==> src/rtl/ccd_frame_capture_ctrl.sv <==
// ccd_frame_capture_ctrl
//   Pixel-clock-domain gate between the CCD sensor stream and the frame store.
//   Software issues one-shot DoRun / DoCapture / DoStop pulses. This block forwards
//   exactly one whole frame per capture request. It also produces pixel coordinates,
//   a running frame count and status flags that Nios polls.
//
//   Optional feature macro: FRAME_TIMEOUT_EN
//     defined   -> an armed capture that sees no frame start within TMO_CYC cycles
//                  gives up and goes to DONE with oTimeout set.
//     undefined -> ARMED waits indefinitely and oTimeout is tied low.
//
// Ports
//   clk, resetN            pixel clock, asynchronous active-low reset
//   DoRun/DoCapture/DoStop one-cycle command pulses (priority Stop > Run > Capture)
//   iFVAL/iLVAL/iDATA      raw sensor stream
//   oDATA/oDVAL            captured pixel and its qualifier (2-cycle latency)
//   oX/oY                  column/row of oDATA
//   oFrameCount            frame starts seen since the last DoRun
//   oRunning/oCapturing/oCaptureDone/oTimeout  status flags
`timescale 1ns/1ps
module ccd_frame_capture_ctrl #(
  parameter int DATA_W  = 12,
  parameter int X_W     = 12,
  parameter int Y_W     = 11,
  parameter int FCNT_W  = 16,
  parameter int TMO_CYC = 2**24
) (
  input  logic              clk,
  input  logic              resetN,
  input  logic              DoRun,
  input  logic              DoCapture,
  input  logic              DoStop,
  input  logic              iFVAL,
  input  logic              iLVAL,
  input  logic [DATA_W-1:0] iDATA,
  output logic [DATA_W-1:0] oDATA,
  output logic              oDVAL,
  output logic [X_W-1:0]    oX,
  output logic [Y_W-1:0]    oY,
  output logic [FCNT_W-1:0] oFrameCount,
  output logic              oRunning,
  output logic              oCapturing,
  output logic              oCaptureDone,
  output logic              oTimeout
);

  typedef enum logic [2:0] {
    S_IDLE,
    S_RUN,
    S_ARMED,
    S_CAPTURE,
    S_DONE
  } state_e;

  state_e state_q, state_d;

  // Two-stage input pipeline: s1 is the capture register, s2 doubles as the
  // output register for data and the reference for edge detection.
  logic              fval_s1_q, lval_s1_q, fval_s2_q, lval_s2_q;
  logic [DATA_W-1:0] data_s1_q, data_s2_q;

  logic              dval_q, dval_d;
  logic [X_W-1:0]    x_q, x_d;
  logic [Y_W-1:0]    y_q, y_d;
  logic [FCNT_W-1:0] fcnt_q, fcnt_d;

  logic fval_rise, fval_fall, lval_rise, lval_fall;
  logic run_accept, enter_armed, tmo_hit;

  assign fval_rise = fval_s1_q & ~fval_s2_q;
  assign fval_fall = ~fval_s1_q & fval_s2_q;
  assign lval_rise = lval_s1_q & ~lval_s2_q;
  assign lval_fall = ~lval_s1_q & lval_s2_q;

  assign run_accept  = (state_q == S_IDLE) && DoRun && !DoStop;
  assign enter_armed = (state_d == S_ARMED) && (state_q != S_ARMED);

  // ---------------------------------------------------------------------------
  // Armed timeout (optional)
  // ---------------------------------------------------------------------------
`ifdef FRAME_TIMEOUT_EN
  localparam logic [23:0] TMO_LAST = 24'(TMO_CYC - 1);

  logic [23:0] tmo_cnt_q, tmo_cnt_d;
  logic        tmo_q, tmo_d;

  // First ARMED cycle sees count 0, so the hit lands TMO_CYC cycles after entry.
  assign tmo_hit = (state_q == S_ARMED) && (tmo_cnt_q == TMO_LAST);

  always_comb begin
    tmo_cnt_d = '0;
    if ((state_q == S_ARMED) && (state_d == S_ARMED)) begin
      tmo_cnt_d = tmo_cnt_q + 24'(1);
    end

    tmo_d = tmo_q;
    if (run_accept || enter_armed) begin
      tmo_d = 1'b0;
    end else if ((state_q == S_ARMED) && (state_d == S_DONE)) begin
      tmo_d = 1'b1;
    end
  end

  always_ff @(posedge clk or negedge resetN) begin
    if (!resetN) begin
      tmo_cnt_q <= '0;
      tmo_q     <= 1'b0;
    end else begin
      tmo_cnt_q <= tmo_cnt_d;
      tmo_q     <= tmo_d;
    end
  end

  assign oTimeout = tmo_q;
`else
  assign tmo_hit  = 1'b0;
  assign oTimeout = 1'b0;
`endif

  // ---------------------------------------------------------------------------
  // Control FSM: next state
  // ---------------------------------------------------------------------------
  always_comb begin
    // NOTE: every signal assigned in a combinational block gets a default first;
    // a path that leaves one unassigned would infer a latch.
    state_d = state_q;
    if (DoStop) begin
      state_d = S_IDLE;
    end else begin
      unique case (state_q)
        S_IDLE:    if (DoRun)     state_d = S_RUN;
        S_RUN:     if (DoCapture) state_d = S_ARMED;
        // Only a fresh frame start opens the gate, so a frame already under way
        // when the request arrives is skipped rather than captured partially.
        S_ARMED: begin
          if (fval_rise)    state_d = S_CAPTURE;
          else if (tmo_hit) state_d = S_DONE;
        end
        S_CAPTURE: if (fval_fall) state_d = S_DONE;
        S_DONE:    if (DoCapture) state_d = S_ARMED;
        default:   state_d = S_IDLE;
      endcase
    end
  end

  // ---------------------------------------------------------------------------
  // Datapath next values (aligned to the pixel sitting in s1)
  // ---------------------------------------------------------------------------
  always_comb begin
    // Gating on state_d means a DoStop drops oDVAL on the very next cycle, and
    // the frame-start pixel is already valid when CAPTURE is entered.
    dval_d = fval_s1_q & lval_s1_q & (state_d == S_CAPTURE);

    x_d = x_q;
    if (lval_rise) begin
      x_d = '0;
    end else if (fval_s1_q && lval_s1_q && (x_q != '1)) begin
      x_d = x_q + X_W'(1);
    end

    y_d = y_q;
    if (!fval_s1_q) begin
      y_d = '0;
    end else if (lval_fall && (y_q != '1)) begin
      y_d = y_q + Y_W'(1);
    end

    fcnt_d = fcnt_q;
    if (run_accept) begin
      fcnt_d = '0;
    end else if (fval_rise && (state_q != S_IDLE)) begin
      fcnt_d = fcnt_q + FCNT_W'(1);
    end
  end

  // ---------------------------------------------------------------------------
  // State and datapath registers
  // ---------------------------------------------------------------------------
  always_ff @(posedge clk or negedge resetN) begin
    // NOTE: sequential state uses non-blocking assignments so every register
    // samples pre-edge values regardless of statement order.
    if (!resetN) begin
      state_q   <= S_IDLE;
      fval_s1_q <= 1'b0;
      lval_s1_q <= 1'b0;
      data_s1_q <= '0;
      fval_s2_q <= 1'b0;
      lval_s2_q <= 1'b0;
      data_s2_q <= '0;
      dval_q    <= 1'b0;
      x_q       <= '0;
      y_q       <= '0;
      fcnt_q    <= '0;
    end else begin
      state_q   <= state_d;
      fval_s1_q <= iFVAL;
      lval_s1_q <= iLVAL;
      data_s1_q <= iDATA;
      fval_s2_q <= fval_s1_q;
      lval_s2_q <= lval_s1_q;
      data_s2_q <= data_s1_q;
      dval_q    <= dval_d;
      x_q       <= x_d;
      y_q       <= y_d;
      fcnt_q    <= fcnt_d;
    end
  end

  assign oDATA        = data_s2_q;
  assign oDVAL        = dval_q;
  assign oX           = x_q;
  assign oY           = y_q;
  assign oFrameCount  = fcnt_q;
  assign oRunning     = (state_q != S_IDLE);
  assign oCapturing   = (state_q == S_ARMED) || (state_q == S_CAPTURE);
  assign oCaptureDone = (state_q == S_DONE);

endmodule
==> config.mk <==
export PLATFORM = sky130hd
export DESIGN_NAME = ccd_frame_capture_ctrl
export DESIGN_NICKNAME = d
export VERILOG_FILES = /design/src/rtl/ccd_frame_capture_ctrl.sv
export SDC_FILE = /design/constraint.sdc
export NUM_CORES = 1
export LEC_CHECK = 0
export CORE_MARGIN = 2
export CORE_UTILIZATION = 42
export DETAILED_ROUTE_END_ITERATION = 16
export PLACE_DENSITY = 0.68
export SETUP_SLACK_MARGIN = 0.2
export SLEW_MARGIN = 30
export SYNTH_ARGS = -nofsm -noshare
export SYNTH_HDL_FRONTEND = slang
export SYNTH_SLANG_ARGS = --single-unit
==> constraint.sdc <==
create_clock -name clk -period 4.4 [get_ports clk]
set_input_delay 0.88 -clock clk [delete_from_list [all_inputs] [get_ports clk]]
set_output_delay 0.88 -clock clk [all_outputs]
set_load 0.02 [all_outputs]
==> flow_summary.json <==
{
  "total_clock_buffers_created_by_cts": 9,
  "viasPerCell": 4.89,
  "grt_setup_unrepaired": "no",
  "timing.critical_path.arrival_ns": 1.81,
  "drt_iter0_drc": 65,
  "synth.top_cells.by_area": "sky130_fd_sc_hd__dfrtp_1, sky130_fd_sc_hd__xor2_1, sky130_fd_sc_hd__nor2_1",
  "syn2layout_area_growth_pct": 33.3,
  "sequence_of_cells_on_the_critical_path": "nor3b_1 -> clkdlybuf4s50_1",
  "standard_cell_with_the_maximum_stage_delay_on_the_critical_path": "sky130_fd_sc_hd__clkdlybuf4s50_1",
  "clock-root-buffer": "sky130_fd_sc_hd__clkbuf_8",
  "dp.final_hpwl_mm": 4.03,
  "place.port_buffers": 73,
  "critical-path-max-stage-delay_ns": 0.68,
  "synth_sequential_area_ratio_pct": 59.6,
  "holdBufCountCts": 0,
  "share_of_the_synthesized_area_in_the_top_cell_type_pct": 59.6,
  "syn_nets": 283,
  "number_of_routed_nets_with_antenna_violations": 0,
  "post_cts.repair.setup_buffers": 0,
  "tns_ns": 0,
  "clk_path_buf_depth": 2,
  "crit_cells": 2,
  "max_cap_violations": 0,
  "layout_min_cycle_time_ns": 2.69,
  "holdCritPathClass": "register to register",
  "switchingPower_mw": 0.366,
  "remaining_drc_errors": 0,
  "worst-slew-pin-transition_ns": 0.839,
  "rrSetupSlack_ns": 2.66,
  "power_frac_seq_pct": 51.1,
  "number_of_global_route_vias_before_repair": 2057,
  "gp_congestion": 0.778,
  "worst_setup_hold_path_clk_slew_ns": 0.07,
  "n_fill_cell": 605,
  "timing.setup.critical_path_class": "register to primary output",
  "grt_pass1_wl_mm": 9.49,
  "ir_worst_vdd_mv": 0.208,
  "grt.total_usage_pct": 15.9,
  "clkSinkCount": 71,
  "timing.reg2reg.worst_path_depth": 4,
  "hold-path-cell-count": 0,
  "syn-mean-instance-area_um2": 11.4,
  "grt_antenna_before_repair": 0,
  "cellLeakagePower_nw": 1.74,
  "setup_ws_ns": 1.71,
  "synth.ff_latch_count": 71,
  "synth.largest_area_cell": "sky130_fd_sc_hd__dfrtp_1",
  "power_frac_clock_pct": 35.5,
  "insertion_delay_of_the_later_clocked_pin_in_the_worst_skew_pair_ns": 0.34,
  "synth.yosys.warnings": 0,
  "postSynthCellCount": 261,
  "slew_violations": 0,
  "achievable-frequency_ghz": 0.372,
  "num_vias": 2141,
  "num_rows": 30,
  "htreeDepth": 3,
  "netlist-cell-type-count": 48,
  "overflow": 0,
  "die_y_um": 88.2,
  "layout-drive-gt1-share_pct": 8.48,
  "worstPathRequired_ns": 3.52,
  "wl_mm": 5.83,
  "placeableCoreArea_um2": 6830,
  "critPathCaptureType": "primary output",
  "final_hold_viol_count": 0,
  "drt-wirelength-per-cell_um": 13.3,
  "tritoncts": "done",
  "critical_path.top_delay_family": "buffers and inverters",
  "dieWidth_um": 88.2,
  "netSwitchingFraction_pct": 26.2,
  "tcrit_tclk_final_pct": 61.1,
  "post_cts_resized": 0,
  "die_area_um2": 7790,
  "start_kind": "register",
  "status": "finished, final reports clean",
  "total_power_mw": 1.40,
  "grt_max_degree": 46,
  "timing.clock.skew_ns": 0.00886,
  "timing.critical_path.buf_inv": 1,
  "power_report.internal_total_mw": 1.03,
  "drt_first_pass_iters": 4,
  "setup_violators_final": 0,
  "finalNetCount": 360,
  "start_util_pct": 43.6,
  "power.density_nw_per_um2": 352,
  "preCtsSetupSlack_ns": 2.05,
  "comb_power_share_pct": 13.4,
  "diode_insertion_count_for_antenna_repair": 0,
  "crit_path_max_fanout": 8,
  "slew-limit-headroom_pct": 44.0,
  "syn-cell-area_um2": 2980,
  "design.portCount": 75
}
worst paths after layout:
kind	end	startpoint
worst max-delay path	oCaptureDone	state_q[0]
min in group asynchronous	oDATA[3]	resetN
worst min-delay path	oDATA[0]	data_s1_q[0]
max in group asynchronous	oX[1]	resetN
worst max register to register	oFrameCount[11]	state_q[0]
worst min register to register	oDATA[0]	data_s1_q[0]
cell type report:
cell class	instances	area, um^2	share of cell area (%)
Tap cell	96	120	3.02
Multi-Input combinational cell	179	1140	28.7
Timing Repair Buffer	74	733	18.5
Sequential cell	71	1780	44.7
Clock buffer	10	128	3.21
Clock inverter	5	60.1	1.51
Inverter	3	13.8	0.346
per-layer routing:
metal  global-route usage, %  routed length (um)  up-vias
li1                        -                   -     1050
met5                       0                   0        -
met4                    6.20                  74        0
met1                    20.7                2690     1031
met2                    25.3                2830       54
met3                    4.76                 237        6
state kept, by name, summed over array words and instances, names as in the netlist:
signal and cells:
oX 12, fval_s1_q 1, oFrameCount 16, lval_s2_q 1, oY 11, oDATA 12, data_s1_q 12, state_q 3
oDVAL 1, lval_s1_q 1, fval_s2_q 1
Yosys cell counts, drive strengths merged:
| library cell | n |
|---|---|
| o21ai | 2 |
| nand4b | 1 |
| a31oi | 3 |
| nand4 | 12 |
| xnor2 | 7 |
| or3b | 2 |
| a311oi | 1 |
| nor2b | 4 |
| xor2 | 21 |
| o22a | 1 |
| and3 | 10 |
| a22oi | 1 |
| nor4 | 1 |
| ha | 3 |
| conb | 1 |
| and3b | 1 |
| nand2b | 3 |
| nor2 | 41 |
| nand3 | 15 |
| nor3b | 2 |
| mux2i | 2 |
| and2b | 2 |
| nand3b | 1 |
| and2 | 1 |
| clkbuf | 2 |
| a21o | 1 |
| dfrtp | 71 |
| buf | 6 |
| or3 | 1 |
| o211a | 1 |
| and4 | 3 |
| a211oi | 2 |
| nand2 | 20 |
| inv | 3 |
| nor3 | 6 |
| a211o | 1 |
| a21oi | 6 |
stage by stage:
step | std cells | hold WS [ns] | utilization (%) | cell area, um^2
floorplan | 261 | 0.331 | - | 2980
global placement | 423 | 0.332 | 55.4 | 3780
detailed placement | 423 | 0.335 | 55.4 | 3780
CTS | 438 | 0.352 | 58.2 | 3970
global route | 438 | 0.355 | 58.2 | 3970
finish | 438 | 0.351 | 58.2 | 3970
worst register-to-register path, cell delays in order (launching register included):
cell and delay, ns:
sky130_fd_sc_hd__dfrtp_1 0.48, sky130_fd_sc_hd__nor3_4 0.33, sky130_fd_sc_hd__inv_4 0.08, sky130_fd_sc_hd__nor3b_4 0.60, sky130_fd_sc_hd__nor2_1 0.11
power groups by stage:
stage / combinational (mW) / clock (mW) / sequential, mW
6_report: 0.187 / 0.497 / 0.715
5_1_grt: 0.205 / 0.545 / 0.719
4_1_cts: 0.191 / 0.512 / 0.716
3_5_place_dp: 0.188 / 0 / 0.727
3_3_place_gp: 0.185 / 0 / 0.726
2_1_floorplan: 0.0769 / 0 / 0.745
placed cells by master (no fill, tap or decap), types with 3 or more instances in the layout:
| cell | instances |
|---|---|
| sky130_fd_sc_hd__a21oi_1 | 6 |
| sky130_fd_sc_hd__a31oi_1 | 3 |
| sky130_fd_sc_hd__and3_1 | 9 |
| sky130_fd_sc_hd__clkbuf_8 | 9 |
| sky130_fd_sc_hd__clkdlybuf4s50_1 | 72 |
| sky130_fd_sc_hd__dfrtp_1 | 71 |
| sky130_fd_sc_hd__ha_1 | 3 |
| sky130_fd_sc_hd__nand2_1 | 20 |
| sky130_fd_sc_hd__nand2b_1 | 3 |
| sky130_fd_sc_hd__nand3_1 | 14 |
| sky130_fd_sc_hd__nand4_1 | 11 |
| sky130_fd_sc_hd__nor2_1 | 41 |
| sky130_fd_sc_hd__nor3_1 | 3 |
| sky130_fd_sc_hd__xnor2_1 | 7 |
| sky130_fd_sc_hd__xor2_1 | 21 |
logic make-up (layout without fill, tap and decap cells):
group           count (synthesis)  count (layout)  synth area share, %
other cells                     1               1                0.126
fa+ha+maj                       3               3                 1.26
compound gates                 19              19                 4.20
xor+xnor                       28              28                 8.23
flops                          71              71                 59.6
buf+inv                        11              92                 2.10
simple gates                  126             126                 23.8
mux                             2               2                0.672
(Power assumes the default switching activity.)
==> RTL change, RTL diff (config.mk and constraints unchanged) <==
The option `FRAME_TIMEOUT_EN` is turned on by a define.
--- a/src/rtl/ccd_frame_capture_ctrl.sv
+++ b/src/rtl/ccd_frame_capture_ctrl.sv
@@ -18,6 +18,8 @@
 //   oFrameCount            frame starts seen since the last DoRun
 //   oRunning/oCapturing/oCaptureDone/oTimeout  status flags
 `timescale 1ns/1ps
+`define FRAME_TIMEOUT_EN
+
 module ccd_frame_capture_ctrl #(
   parameter int DATA_W  = 12,
   parameter int X_W     = 12,
Formal check against the unedited RTL: same outputs for any inputs over 10 cycles, from zero or initial values and one cycle with resetN low; that may be too few to reach the edited logic, so the function may still have changed.
==> RTL change against the unedited design <==
- sequential cell count grew 25
- via count increased by 41%
- routed wire length grew 36%
- register-to-register slack got worse by 660 ps
- area after synthesis increased by 40%
- combinational power up 7%
- power increased by 23%
- design area is 32% higher
- setup slack lost 320 ps
- critical path type unchanged
- largest power group unchanged
==> RTL change: results (changes against the unedited design) <==
| Metric | Value |
|---|---|
| Leakage | 2.214 nW (was 1.741 nW) |
| Layout Nets | 490 (was 360) |
| Clk buf depth | 2 (unchanged) |
| Routed wl met3 | 391 microns (was 237 microns) |
| Arrival time worst endpoint | 2130 ps (was 1810 ps) |
| Syn Area/Cell | 10.68 sq um (was 11.42 sq um) |
| Int Pwr | 0.001226 W (was 0.001032 W) |
| Multi-input combinational area share | 0.3241 (was 0.2872) |
| Met1 GRT Util | 0.1963 (was 0.2073) |
| Clkbuf count | 9 (was 10) |
| Routing usage on met3 | 0.04594 (was 0.04757) |
| Global-route wire length before repair | 13.81 mm (was 9.487 mm) |
| Total GRT Usage | 0.1561 (was 0.1594) |
| Status | complete, no violations (unchanged) |
| Pwr Density | 325.8 nW/um^2 (was 352.0 nW/um^2) |
| Seq cells | 96 (was 71) |
| Drt wl/cell | 13.08 microns (was 13.31 microns) |
| DR WL met2 | 3.791 mm (was 2.826 mm) |
| Share of cells above drive strength 1 | 0.06144 (was 0.08480) |
| Max reg flops | 24 (was 16) |
| Multi-input combinational cell count | 275 (was 179) |
| Buffers added on ports | 74 (was 73) |
| DP HPWL | 5.435 mm (was 4.031 mm) |
| Net Count, Synth | 414 (was 283) |
| Vias per cell | 5.000 (was 4.888) |
| Non-clock buffers | 76 (was 74) |
| Met2 usage | 0.2611 (was 0.2529) |
| CP Max Fanout | 13 (was 8) |
| Final Wtd Congestion | 0.8449 (was 0.7776) |
| Peak VDD IR | 0.0001563 V (was 0.0002083 V) |
| Initial drt markers | 117 (was 65) |
| Top FF cell, synth | dfrtp_1 (unchanged) |
| Metal-1 WL | 3.630 mm (was 2.690 mm) |
| Post-synthesis xor/xnor area fraction | 0.1174 (was 0.08228) |
| Sequential share of the synthesized area | 0.5752 (was 0.5961) |
| Compound-Gate Fraction of Synth Area | 0.03835 (was 0.04198) |
| Drt total wl | 7.911 mm (was 5.828 mm) |
| Signal inverters | 9 (was 3) |
| Worst-path clk slew | 100 ps (was 70 ps) |
| Vias in the first global route | 2,961 (was 2,057) |
| Non-clk buf share | 0.1438 (was 0.1846) |
| Cts repair resizes | 0 (unchanged) |
| Post-synthesis mux area share | 0.002397 (was 0.006717) |
| Clk Latency, worst-skew pair | 370 ps (was 340 ps) |
| Area contributors post-synth | dfrtp_1, xor2_1, nor2_1 (unchanged) |
| Adder-cell area share of the yosys netlist | 0.01198 (was 0.01259) |
| Worst-margin pin slew | 898.2 ps (was 838.9 ps) |
| Commonest cells in the netlist | dfrtp_1, nor2_1, xor2_1, nand2_1, nand3_1 (unchanged) |
| Fraction of area in registers | 0.4565 (was 0.4472) |
| Fillcell total | 864 (was 605) |
| Unique masters post-synth | 40 (was 48) |
| Clk_skew | 16.26 ps (was 8.860 ps) |
| Largest net degree at the start of global routing | 74 (was 46) |
| Clk pwr share | 0.331 (was 0.355) |
| Portion of total power attributed to combinational logic | 0.117 (was 0.134) |
| Dpl cells | 589 (was 423) |
-- RTL change: worst paths after layout --
check	from	endpoint	slack, ps	cells past startpoint
max	state_q[0]	oRunning	1390	3
min	data_s1_q[11]	oDATA[11]	360	0
max reg2reg	tmo_cnt_q[0]	tmo_cnt_q[19]	2000	6
min reg2reg	data_s1_q[11]	oDATA[11]	360	0
max in group asynchronous	resetN	oDATA[8]	3130	2
min in group asynchronous	resetN	oFrameCount[15]	500	1
-- RTL change: critical path, cell delays in order (launching register included) --
cell and delay [ps]:
dfrtp_1 520, nor3_1 490, inv_1 180, clkdlybuf4s50_1 580
-- RTL change: through the flow --
step,utilization,worst slack [ps],cell area (sq um)
floorplan,-,2315,4177
global placement,0.5195,1594,5055
detailed placement,0.5202,1456,5061
CTS,0.5405,1384,5259
global route,0.5409,1268,5263
finish,0.5409,1392,5263
-- RTL change: logic make-up after synthesis --
kind of cell | Yosys count
compound gates | 24
xor+xnor | 56
fa+ha+maj | 4
buf+inv | 20
flops | 96
mux | 1
simple gates | 190
